<file path="config.mk">
export PLATFORM = sky130hd
export DESIGN_NAME = led_breathe_driver
export DESIGN_NICKNAME = d
export VERILOG_FILES = /design/src/rtl/led_breathe_driver_pkg.sv /design/src/rtl/led_pwm_core.sv /design/src/rtl/led_breathe_driver.sv
export SDC_FILE = /design/constraint.sdc
export NUM_CORES = 1
export LEC_CHECK = 0
export CELL_PAD_IN_SITES_DETAIL_PLACEMENT = 1
export CELL_PAD_IN_SITES_GLOBAL_PLACEMENT = 2
export CORE_MARGIN = 8
export CORE_UTILIZATION = 30
export DETAILED_ROUTE_END_ITERATION = 8
export GPL_TIMING_DRIVEN = 0
export PLACE_DENSITY_LB_ADDON = 0.1
export SETUP_SLACK_MARGIN = 0.4
export SLEW_MARGIN = 25
export SYNTH_ARGS = -nofsm -noshare
export SYNTH_HDL_FRONTEND = slang
export SYNTH_SLANG_ARGS = --single-unit
export TNS_END_PERCENT = 30
</file>
<file path="constraint.sdc">
create_clock -name i_clk -period 2.5 [get_ports i_clk]
set_input_delay 0.5 -clock i_clk [delete_from_list [all_inputs] [get_ports i_clk]]
set_output_delay 0.5 -clock i_clk [all_outputs]
set_load 0.05 [all_outputs]
</file>
<file path="src/rtl/led_breathe_driver_pkg.sv">
// Shared definitions for the LED breathing driver: FSM state encoding and brightness curve.
// Define LED_BREATHE_GAMMA_EN to select the square-law eff() curve; otherwise eff() is linear.
package led_breathe_driver_pkg;

    typedef enum logic [1:0] {
        ST_OFF  = 2'd0,
        ST_UP   = 2'd1,
        ST_ON   = 2'd2,
        ST_DOWN = 2'd3
    } state_t;

    // Maps a linear brightness level to a PWM duty; bits is the PWM resolution.
    function automatic logic [31:0] eff(input logic [31:0] level, input int unsigned bits);
`ifdef LED_BREATHE_GAMMA_EN
        logic [63:0] sq;
        sq = 64'(level) * 64'(level);
        if (level == ((32'd1 << bits) - 32'd1))
            return level;
        return 32'(sq >> bits);
`else
        return level & ((32'd1 << bits) - 32'd1);
`endif
    endfunction

endpackage

</file>
<file path="src/rtl/led_pwm_core.sv">
// PWM engine: free-running period counter, wrap strobe, per-period duty latch and registered LED compare.
// Curve selection (LED_BREATHE_GAMMA_EN) happens upstream; this block only sees the effective duty.
module led_pwm_core #(
    parameter int PWM_BITS = 8
) (
    input  logic                i_clk,
    input  logic                i_resetn,
    input  logic                i_en,
    input  logic [PWM_BITS-1:0] eff_level,
    output logic                wrap,
    output logic                o_led
);

    localparam logic [PWM_BITS-1:0] MAX = '1;

    logic [PWM_BITS-1:0] pwm_cnt;
    logic [PWM_BITS-1:0] duty;

    assign wrap = (pwm_cnt == MAX);

    // Duty only updates on the last count of a period so a period is never split.
    always_ff @(posedge i_clk or negedge i_resetn) begin
        if (!i_resetn) begin
            pwm_cnt <= '0;
            duty    <= '0;
            o_led   <= 1'b0;
        end else begin
            pwm_cnt <= pwm_cnt + 1'b1;
            if (wrap)
                duty <= eff_level;
            o_led <= i_en && ((duty == MAX) || (pwm_cnt < duty));
        end
    end

endmodule

</file>
<file path="src/rtl/led_breathe_driver.sv">
// Fades the LED linearly up while i_led is high and down while low, driving o_led through PWM.
// Optional square-law brightness curve: define LED_BREATHE_GAMMA_EN.
module led_breathe_driver
    import led_breathe_driver_pkg::*;
#(
    parameter int PWM_BITS     = 8,
    parameter int STEP_PERIODS = 16
) (
    input  logic                i_clk,
    input  logic                i_resetn,
    input  logic                i_led,
    input  logic                i_en,
    output logic                o_led,
    output logic                o_busy,
    output logic [PWM_BITS-1:0] o_level
);

    localparam logic [PWM_BITS-1:0] MAX  = '1;
    localparam int                  SC_W = (STEP_PERIODS > 1) ? $clog2(STEP_PERIODS) : 1;
    localparam logic [SC_W-1:0]     SC_LAST = SC_W'(STEP_PERIODS - 1);

    state_t              state, state_nxt;
    logic [PWM_BITS-1:0] level, level_nxt;
    logic [SC_W-1:0]     step_cnt;
    logic [PWM_BITS-1:0] eff_level;
    logic                wrap;
    logic                tick;

    function automatic logic [PWM_BITS-1:0] sat_inc(input logic [PWM_BITS-1:0] v);
        return (v == MAX) ? MAX : v + 1'b1;
    endfunction

    function automatic logic [PWM_BITS-1:0] sat_dec(input logic [PWM_BITS-1:0] v);
        return (v == '0) ? '0 : v - 1'b1;
    endfunction

    assign tick = wrap && (step_cnt == SC_LAST);

    // Step counter free-runs across state changes so ramp phase is independent of input timing.
    always_ff @(posedge i_clk or negedge i_resetn) begin
        if (!i_resetn)
            step_cnt <= '0;
        else if (wrap)
            step_cnt <= (step_cnt == SC_LAST) ? '0 : step_cnt + 1'b1;
    end

    always_ff @(posedge i_clk or negedge i_resetn) begin
        if (!i_resetn) begin
            state <= ST_OFF;
            level <= '0;
        end else begin
            state <= state_nxt;
            level <= level_nxt;
        end
    end

    // A direction change takes priority over a coincident step, so the level holds that edge.
    always_comb begin
        state_nxt = state;
        level_nxt = level;
        if (!i_en) begin
            state_nxt = ST_OFF;
            level_nxt = '0;
        end else begin
            case (state)
                ST_OFF:  if (i_led) state_nxt = ST_UP;
                ST_UP: begin
                    if (!i_led) begin
                        state_nxt = ST_DOWN;
                    end else if (tick) begin
                        level_nxt = sat_inc(level);
                        if (level_nxt == MAX)
                            state_nxt = ST_ON;
                    end
                end
                ST_ON:   if (!i_led) state_nxt = ST_DOWN;
                ST_DOWN: begin
                    if (i_led) begin
                        state_nxt = ST_UP;
                    end else if (tick) begin
                        level_nxt = sat_dec(level);
                        if (level_nxt == '0)
                            state_nxt = ST_OFF;
                    end
                end
                default: state_nxt = ST_OFF;
            endcase
        end
    end

    assign eff_level = PWM_BITS'(eff(32'(level), PWM_BITS));
    assign o_busy    = (state == ST_UP) || (state == ST_DOWN);
    assign o_level   = level;

    led_pwm_core #(
        .PWM_BITS (PWM_BITS)
    ) u_core (
        .i_clk     (i_clk),
        .i_resetn  (i_resetn),
        .i_en      (i_en),
        .eff_level (eff_level),
        .wrap      (wrap),
        .o_led     (o_led)
    );

endmodule

</file>
==> results_dict.tcl <==
set metrics [dict create \
    powerDensity_nw_per_um2 717.3 \
    grt_pass1_vias 1902 \
    first_pass_iters 4 \
    grt_usage 0.1267 \
    nFillCells 792 \
    tightest_slew_ns 0.5109 \
    die_area_um2 9847 \
    slew_headroom 0.6583 \
    clkPwrFrac 0.221 \
    tns_ns 0 \
    totalWireLength_um 5849 \
    path_cells "ha_2, buf_8, buf_8, or2_2, buf_8" \
    die_w_um 99.23 \
    status "complete, no violations" \
    rr_startpoint "o_level[1]" \
    cts_buffer_depth 2 \
    num_antenna_cells 0 \
    area_growth_pct 21.61 \
    rsz0062_at_grt "true" \
    finalCritPeriodShare 0.8540 \
    io_pins 14 \
    fp-row-count 30 \
    cts_tree "yes" \
    hold_violations 0 \
    dp_hpwl_um 4404 \
    vdd_drop_max_v 0.0002515 \
    avgSynthCellArea_um2 8.997 \
    final_common_cell "dfrtp_1" \
    hold_class "input pin to asynchronous set/reset pin" \
    grt_pass1_wl_um 9839 \
    h-tree-depth 2 \
    worst_path_most_repeated_cell "buf_8" \
    design_area_um2 2527 \
    multiInputGateArea_um2 1200 \
    cp.arrival_ns 1.63 \
    critical_path_class "register to primary output" \
    clk_pin_slew_ns 0.08 \
    vias 1793 \
    p_leak_nw 1.066 \
    synth-seq-area-share 0.3733 \
    antenna_found_initial 0 \
    drtIter0Drc 71 \
    crit_start "state[0]" \
    drive_gt1_frac 0.1769 \
    cp_max_fo 10 \
    regArea_um2 778.2 \
    wl_per_cell_um 17.20 \
    cts_made_buffers 5 \
    slew_violations 0 \
    crit_path_end_kind "primary output" \
    initial_core_util 0.3076 \
    port_buffers 13 \
    syn_nets 251 \
    seq_power_share 0.325 \
    clock.fmax_ghz 0.4684 \
    core_um2 6756 \
    hold_ws_ns 0.1502 \
    slowest_stage "dfrtp_1" \
    p_int_w 0.001070 \
    clk_latency_ns 0.29 \
    setup_ws_ns 0.3650 \
    clock_skew_ns 0.01337 \
    dp_slack_ns -0.5122 \
    ant_nets 0 \
    cp.required_ns 2.00 \
    cp-start-kind "register" \
    power.switching_w 0.0007428 \
    grt_max_degree 17 \
    maxCapViolCount 0 \
    nNetsFinal 279 \
    cts_sinks 31 \
    comb_power_share 0.455 \
    synth_cells 231 \
    setup_viol 0 \
    synthesis.area_um2 2078 \
    drc 0 \
    clockRootBuffer "clkbuf_8" \
    cts_hold_buf 0 \
    grt-ovfl-total 0 \
    synth_seq_cells 31 \
    die_h_um 99.23 \
    viasPerCell 5.274 \
    async_reset_ff_frac 1.000 \
    postPlaceCellArea_um2 2333 \
    final_cell_mix "29 x dfrtp_1, 27 x nand2_1, 22 x o21ai_0, 15 x inv_1, 14 x ha_1" \
    fin_crit_ns 2.135 \
    synth_enable_flop_cells 0 \
    p_sw_frac 0.4097 \
    yosys_warnings 0 \
    synth_ff_type "dfrtp_1" \
    synth_cell_type_count 49 \
    gp_congestion 0.7780 \
    slowest_delay_ns 0.40 \
]
[worst paths after layout]
path                                     endpoint  slack, ns  cells past startpoint
worst max-delay path                       o_busy       0.37                      5
worst min-delay path                   o_level[1]       0.15                      1
worst max register to register         o_level[5]       0.41                      7
worst min register to register  u_core.pwm_cnt[0]       0.51                      1
max in group asynchronous              o_level[0]       1.91                      2
min in group i_clk              u_core.pwm_cnt[0]       0.51                      1
[flip-flops by register name (all words and copies together) (netlist names)]
signal,count
o_level,8
state,2
u_core.duty,8
u_core.pwm_cnt,8
u_core.o_led,1
step_cnt,4
[synthesized netlist by cell type (2+ instances only)]
library cell | instances | area share
a31oi_1 | 2 | 0.0060
xnor2_1 | 8 | 0.034
buf_2 | 4 | 0.0096
nand2_1 | 27 | 0.049
nand3_1 | 11 | 0.026
mux2_2 | 3 | 0.016
nand4_1 | 6 | 0.018
and2_1 | 2 | 0.0060
a21boi_0 | 2 | 0.0072
nor3_1 | 4 | 0.0096
o22ai_1 | 4 | 0.012
mux2i_1 | 4 | 0.019
buf_4 | 2 | 0.0072
nor2_1 | 11 | 0.020
a21oi_1 | 8 | 0.019
inv_1 | 15 | 0.027
clkbuf_1 | 4 | 0.0072
dfrtp_1 | 31 | 0.37
or2_2 | 2 | 0.0060
nor3_2 | 2 | 0.0096
o21a_1 | 3 | 0.011
o211ai_1 | 2 | 0.0072
ha_1 | 16 | 0.096
and3_4 | 2 | 0.011
o21ai_1 | 4 | 0.0096
o21ai_0 | 22 | 0.053
xor2_1 | 4 | 0.017
o31ai_1 | 2 | 0.0072
nand2b_1 | 4 | 0.012
[layout make-up]
class	count	area share
clock buffers	6	0.02871
flip-flops and latches	31	0.3079
plain buffers	11	0.03317
repair buffers	21	0.08861
well taps	80	0.03960
multi-input cells	174	0.4748
inverters	15	0.02228
clock inverters	2	0.004951
[per-layer routing]
layer,vias up,track usage,share of wire
met5,-,0,0
met3,8,0.02933,0.033
met2,27,0.2066,0.48
met4,0,0.04191,0.015
li1,871,-,-
met1,887,0.1605,0.47
[logic make-up after synthesis]
family,synth area share
AOI/OAI and AO/OA,0.1752
xor gates and xnor gates,0.05057
adders and majority gates,0.09633
buffers and inverters,0.05659
DFF,0.3733
muxes,0.03552
and+or+nand+nor,0.2125
[per-stage QoR]
step	power (W)	cells	utilization
after floorplan	0.001114	231	-
after CTS	0.001773	334	0.3615
final	0.001813	340	0.3741
after global placement	0.001343	324	0.3420
after detailed placement	0.001348	325	0.3454
after global routing	0.001933	340	0.3741
[critical path, delay by kind of cell, from the launching register on]
kind / cells / cell delay (ns)
flip-flops: 1 / 0.40
buffers and inverters: 3 / 0.41
adder cells (fa/ha/maj): 1 / 0.22
AND/OR/NAND/NOR: 1 / 0.31
[power by group through the flow]
stage / Sequential [W] / Combinational, W / Clock (W)
finish: 0.000589 / 0.000825 / 0.000400
CTS: 0.000591 / 0.000764 / 0.000418
floorplan: 0.000672 / 0.000442 / 0
detailed placement: 0.000604 / 0.000743 / 0
global route: 0.000594 / 0.000897 / 0.000442
global placement: 0.000604 / 0.000739 / 0
[what timing repair did]
item / 4_1_cts / 5_1_grt
buffers inserted: 1 / 6
endpoints found under the setup margin: 9 / 13
gates resized for setup: 13 / 7
endpoints found under the hold margin: 0 / 0
Note: power is estimated with default switching activity, not from simulation.
